**src/rtl/fetch_stage.sv**
```systemverilog
// IF stage: PC register, instruction-memory addressing and the IF/ID pipeline register.
// Define FETCH_ADEL_CHECK_EN to flag misaligned or out-of-range fetches as AdEL.
module fetch_stage #(
  parameter logic [31:0] RESET_PC   = 32'h0000_3000,
  parameter logic [31:0] HANDLER_PC = 32'h0000_4180,
  parameter logic [31:0] IM_BASE    = 32'h0000_3000,
  parameter logic [31:0] IM_TOP     = 32'h0000_6FFC
) (
  input  logic        clk,
  input  logic        reset,
  input  logic        stall,
  input  logic        exc_flush,
  input  logic        d_redirect,
  input  logic [31:0] d_npc,
  input  logic        d_is_ctrl,
  output logic [31:0] im_addr,
  input  logic [31:0] im_rdata,
  output logic [31:0] f_pc,
  output logic [31:0] d_instr,
  output logic [31:0] d_pc,
  output logic        d_bd,
  output logic [4:0]  d_exc,
  output logic        d_valid
);

  localparam logic [4:0] EXC_NONE = 5'd0;
  localparam logic [4:0] EXC_ADEL = 5'd4;

`ifdef FETCH_ADEL_CHECK_EN
  localparam logic ADEL_EN = 1'b1;
`else
  localparam logic ADEL_EN = 1'b0;
`endif

  logic [31:0] pc_q,    pc_d;
  logic [31:0] instr_q, instr_d;
  logic [31:0] dpc_q,   dpc_d;
  logic        bd_q,    bd_d;
  logic [4:0]  exc_q,   exc_d;
  logic        valid_q, valid_d;

  logic        addr_bad;
  logic [4:0]  fetch_exc;

  assign addr_bad  = (pc_q[1:0] != 2'b00) || (pc_q < IM_BASE) || (pc_q > IM_TOP);
  assign fetch_exc = (ADEL_EN && addr_bad) ? EXC_ADEL : EXC_NONE;

  // NOTE: every next-state signal gets a hold default first, so no path leaves it unassigned (no latch).
  always_comb begin
    pc_d    = pc_q;
    instr_d = instr_q;
    dpc_d   = dpc_q;
    bd_d    = bd_q;
    exc_d   = exc_q;
    valid_d = valid_q;
    if (exc_flush) begin
      pc_d    = HANDLER_PC;
      instr_d = '0;
      dpc_d   = '0;
      bd_d    = 1'b0;
      exc_d   = EXC_NONE;
      valid_d = 1'b0;
    end else if (!stall) begin
      // A faulting fetch carries a nop so only the exception code travels on.
      instr_d = (fetch_exc != EXC_NONE) ? '0 : im_rdata;
      dpc_d   = pc_q;
      bd_d    = d_is_ctrl;
      exc_d   = fetch_exc;
      valid_d = 1'b1;
      pc_d    = d_redirect ? d_npc : pc_q + 32'd4;
    end
  end

  // NOTE: sequential state uses non-blocking assignment so all registers update together at the edge.
  always_ff @(posedge clk) begin
    if (reset) begin
      pc_q    <= RESET_PC;
      instr_q <= '0;
      dpc_q   <= '0;
      bd_q    <= 1'b0;
      exc_q   <= EXC_NONE;
      valid_q <= 1'b0;
    end else begin
      pc_q    <= pc_d;
      instr_q <= instr_d;
      dpc_q   <= dpc_d;
      bd_q    <= bd_d;
      exc_q   <= exc_d;
      valid_q <= valid_d;
    end
  end

  assign im_addr = pc_q;
  assign f_pc    = pc_q;
  assign d_instr = instr_q;
  assign d_pc    = dpc_q;
  assign d_bd    = bd_q;
  assign d_exc   = exc_q;
  assign d_valid = valid_q;

endmodule

```
**config.mk**
```make
export PLATFORM = sky130hd
export DESIGN_NAME = fetch_stage
export DESIGN_NICKNAME = d
export VERILOG_FILES = /design/src/rtl/fetch_stage.sv
export SDC_FILE = /design/constraint.sdc
export NUM_CORES = 1
export LEC_CHECK = 0
export CAP_MARGIN = 5
export CORE_ASPECT_RATIO = 2
export CORE_UTILIZATION = 42
export DETAILED_ROUTE_END_ITERATION = 6
export PLACE_DENSITY = 0.83
export SYNTH_ARGS = -nofsm -noshare
export SYNTH_HDL_FRONTEND = slang
export SYNTH_SLANG_ARGS = --single-unit
```
**constraint.sdc**
```tcl
create_clock -name clk -period 1.9 [get_ports clk]
set_input_delay 0.57 -clock clk [delete_from_list [all_inputs] [get_ports clk]]
set_output_delay 0.57 -clock clk [all_outputs]
set_load 0.02 [all_outputs]
```
After elaboration in Yosys (flattened, before gate mapping)
Index checks and enable logic that the tools add are counted.
{ "totals": {"regBits": 98, "latchBits": 0, "mem_bits_rw": 0, "romBits": 0, "in_bits": 70, "output_inout_bits": 135, "word_cells": 12, "n_memories": 0} }
{ "classes": {"add_sub_neg": 1, "mul": 0, "div": 0, "order_cmp": 0, "eq_ne": 1, "shifts": 0, "mux": 3, "bitwise": 0, "reduce_logical": 1} }
{ "op_table": {"columns": ["op", "n"], "rows": [
  ["$add A32 B3 Y32 const B", 1],
  ["$mux W32", 1],
  ["$mux W15", 2],
  ["$ne A2 B1 Y1 const B", 1],
  ["$reduce_or A2 Y1", 1]
]} }

Depth between registers and ports, before layout
{ "depth": {"ltp_word": 4, "ltp_mapped": 7, "depth_no_buf": 6} }

Least setup slack after synthesis
OpenSTA, ideal clock, no wires.
{ "synth_timing": {"kind": "register to register", "from": "register pc_q[2] (netlist: f_pc[2])", "to": "register pc_q[16] (netlist: f_pc[16])", "setup_ps": 87, "t_arrival_ps": 1836, "required_time_ps": 1813, "path_slack_ps": -23, "stages_incl_launch_ff": 7, "path_buffers": 0, "period_less_slack_ps": 1923, "path_cell_list": "dfxtp_1 -> ha_1 -> nand4_1 -> nor4_2 -> and3_1 -> a21oi_1 -> o31ai_1"} }
{ "synth_between": {"elab_chain_cells": 2} }
{ "synth_lines": {"columns": ["element", "line", "rtl"], "rows": [
  ["start: declaration", "35", "logic [31:0] pc_q, pc_d;"],
  ["start signal: assignment", "84", "pc_q <= pc_d;"],
  ["$add A32 B3 Y32", "70", "pc_d = d_redirect ? d_npc : pc_q + 32'd4;"],
  ["$mux W32", "70", null]
]} }
No other way between the ends.
A chain may end at the register's enable or synchronous reset.

Worst setup path after layout
{ "layout_timing": {"from": "register instr_q[1] (netlist: d_instr[1])", "to": "output port d_instr[1]"} }
{ "layout_lines": {"columns": ["element", "line", "rtl"], "rows": [
  ["start: declaration", "36", "logic [31:0] instr_q, instr_d;"],
  ["start signal: assignment", "85", "instr_q <= instr_d;"],
  ["end: declaration", "19", "output logic [31:0] d_instr,"]
]} }
No word-level cell between the ends.

==> results.py <==
metrics = {
    "critical_path": {
        "crit_arrival_ps": 1310,
        "r2r_end": "f_pc[13]",
        "regToRegStartpoint": "f_pc[4]",
        "worst_setup_path_start_kind": "flop",
        "worstPathRequired_ps": 1330,
        "crit_chain": "clkdlybuf4s50_1",
        "worstSetupEndpointType": "output port",
        "r2r_setup_slack_ps": 60,
        "reg2reg_depth": 5,
        "crit_buf_inv": 1,
        "crit_fanout": 2,
        "critPathSlowestCell": "clkdlybuf4s50_1",
        "worst_path_largest_cell_delay_ps": 620,
        "cp_top_family": "buffers and inverters",
        "critPathKind": "flop to output port",
    },
    "placement": {
        "gp_congestion": 0.9434,
        "pre_cts_ws_ps": -132.6,
        "port_buffers": 199,
        "dpl.hpwl_um": 11010,
        "placed_area_sq_um": 6854,
    },
    "die": {
        "io_pins": 205,
        "die-area_sq_um": 11460,
        "die_width_um": 76.21,
        "row_count": 53,
        "start_util": 0.4360,
        "coreArea_sq_um": 10610,
        "die_y_um": 150.4,
    },
    "routing": {
        "vias": 4683,
        "drt-wirelength-per-cell_um": 16.62,
        "drt_wl_total_um": 14470,
        "route.detailed.drc": 0,
        "ant_nets": 0,
        "drt_first_pass_iters": 6,
        "drtIter0Drc": 282,
        "viasPerCell": 5.377,
    },
    "yosys": {
        "synth_top_family_by_area": "simple AND/OR/NAND/NOR gates",
        "synth-xor-area-share": 0.001893,
        "syn_area_sq_um": 4626,
        "synth-compound-area-share": 0.1187,
        "avgSynthCellArea_sq_um": 8.728,
        "yosysWarnings": 0,
        "yosysSeqAreaShare": 0.4241,
        "async_flop_share": 0,
        "synth-main-ff-cell": "dfxtp_1",
        "ys_types": 50,
        "ys_ff_latch": 98,
        "muxShareOfSynthArea": 0.1539,
        "synth_edf_count": 0,
        "syn_inst": 530,
        "yosys.area_share.adder": 0.002705,
        "synth_simple_gate_area_share": 0.2026,
    },
    "layout": {
        "drive_gt1_frac": 0.1281,
        "nets": 800,
        "syn_to_final_growth_pct": 54.72,
        "final_common_cell": "nor2_1",
        "nFillCells": 897,
        "final_cell_mix": "100 x nor2_1, 99 x clkdlybuf4s50_1, 92 x dfxtp_1",
        "final_cell_area_sq_um": 7157,
        "n_antenna_cell": 0,
    },
    "worst_hold_path": {
        "min_path_cells": 2,
        "min_to": "d_valid",
        "hp-class": "flop to flop",
        "worstHoldStart": "d_valid",
    },
    "cts": {
        "cts_tree": "done",
        "cts_buffers": 9,
        "htree_levels": 3,
        "cts_sinks": 98,
        "post_cts_buffers": 0,
        "clk_pin_slew_worst_paths_ps": 70,
        "clock_latency_ps": 340,
        "cts-root-buf": "clkbuf_16",
        "holdBufCountCts": 0,
        "clockBufferDepth": 2,
    },
    "global_routing": {
        "grt_first_pass_wirelength_um": 22820,
        "grt_max_degree": 49,
        "grt_pass1_vias": 4596,
        "grt_usage": 0.2519,
        "globalRoute.totalOverflow": 0,
        "grt_antenna_before_repair": 0,
    },
    "timing": {
        "rsz0062_at_grt": "true",
        "setup_violations": 0,
        "finalCriticalPeriod_ps": 1877,
        "fin_ws_ps": 23.21,
        "drv_slew": 0,
        "skew_ps": 4.443,
        "max_clock_freq_ghz": 0.5328,
        "final.period_utilization": 0.9878,
        "hold_viol_final": 0,
    },
    "power": {
        "p_leak_nw": 3.673,
        "power_density_nw_per_um2": 650.0,
        "ir_worst_vdd_uv": 490.0,
    },
    "status": {
        "outcome": "complete, no violations",
    },
    "job": {
        "drv_cap": 0,
    },
}
tightest hold or removal path, delay by kind of cell (launching register included):
kind	cells	cell delay, ps
flops	1	310
buf+inv	1	50
compound gates	1	50
state kept, by name (all words and copies together), names as in the netlist, named ones only:
| signal | count |
|---|---|
| d_valid | 1 |
| f_pc | 30 |
| d_pc | 32 |
| d_bd | 1 |
| d_instr | 32 |
where the power goes:
| part | leakage, nW | total (W) | internal, W | switching (W) |
|---|---|---|---|---|
| logic | 2.74 | 0.000765 | 0.000385 | 0.000380 |
| clock network | 0.130 | 0.00172 | 0.000902 | 0.000821 |
| registers | 0.799 | 0.00216 | 0.00211 | 0.0000549 |
| total | 3.67 | 0.00465 | 0.00340 | 0.00126 |
through the flow:
stage          instances  TNS (ps)  hold WS (ps)  utilization  power, W
2_1_floorplan        534         0         526.4            -  0.002605
3_3_place_gp         855     -3359         436.3       0.6460  0.002989
3_5_place_dp         855     -4232         443.1       0.6460  0.003008
4_1_cts              871         0         453.9       0.6650  0.004685
5_1_grt              871    -44.58         487.7       0.6745  0.004840
6_report             871         0         450.0       0.6745  0.004652
synthesized netlist by cell type, types with 2 or more instances:
library cell,count,area (sq um)
o31ai_1,3,22.52
buf_2,10,50.05
a22oi_1,13,97.59
clkbuf_1,21,78.83
a21oi_1,28,140.1
buf_1,2,7.510
and4_1,2,17.52
buf_4,37,277.8
nand3_1,16,80.08
or3_1,4,25.02
a31oi_1,8,50.05
nor4_1,6,37.54
nor4_2,2,25.02
o21ai_0,10,50.05
inv_1,6,22.52
nand4_1,8,50.05
o22ai_1,4,25.02
o211ai_1,5,37.54
o21a_1,2,15.01
nand2b_1,2,12.51
a211oi_1,3,22.52
mux2i_1,70,700.7
or2_2,3,18.77
nor3_2,2,20.02
dfxtp_1,98,1962
and3_1,6,37.54
o22a_1,2,17.52
and2_1,3,18.77
nand2_1,25,93.84
nor2_1,100,375.4
nor3_1,9,45.04
a21o_1,2,15.01
layer usage:
layer / routed length (um) / track usage / vias up
met4: 641 / 0.1452 / 0
met3: 839 / 0.04848 / 51
met5: 0 / 0 / -
li1: - / - / 2217
met1: 5065 / 0.2545 / 2192
met2: 7926 / 0.4748 / 223
worst max path at each step:
stage,from,to,slack (ps),cells after the start
floorplan,f_pc[4],f_pc[13],5,6
global placement,exc_flush,f_pc[28],-120,6
detailed placement,d_redirect,f_pc[8],-130,6
CTS,d_instr[27],d_instr[27],0.8,1
global route,f_pc[11],f_pc[16],-30,5
finish,d_instr[1],d_instr[1],20,1
cell type report:
type | instances | area, sq um | area share
multi-input cells | 359 | 2260 | 0.3157
well taps | 137 | 171.4 | 0.02395
inverters | 7 | 26.28 | 0.003671
flip-flops and latches | 98 | 1972 | 0.2755
repair buffers | 254 | 2449 | 0.3421
clock buffers | 10 | 229.0 | 0.03199
clock inverters | 6 | 50.05 | 0.006993
cell families (layout without fill, tap and decap cells):
group,after synthesis,after routing
AND/OR/NAND/NOR,195,195
flip-flops,98,98
AO/OA/AOI/OAI,86,86
buffers and inverters,77,277
multiplexers,71,71
adder cells (fa/ha/maj),1,1
other,1,5
XOR/XNOR,1,1
what timing repair did:
action | 4_1_cts | 5_1_grt
gates resized for setup | 69 | 40
pin swaps | 0 | 1
endpoints found under the setup margin | 69 | 35
Power figures use the tool's default switching activity.
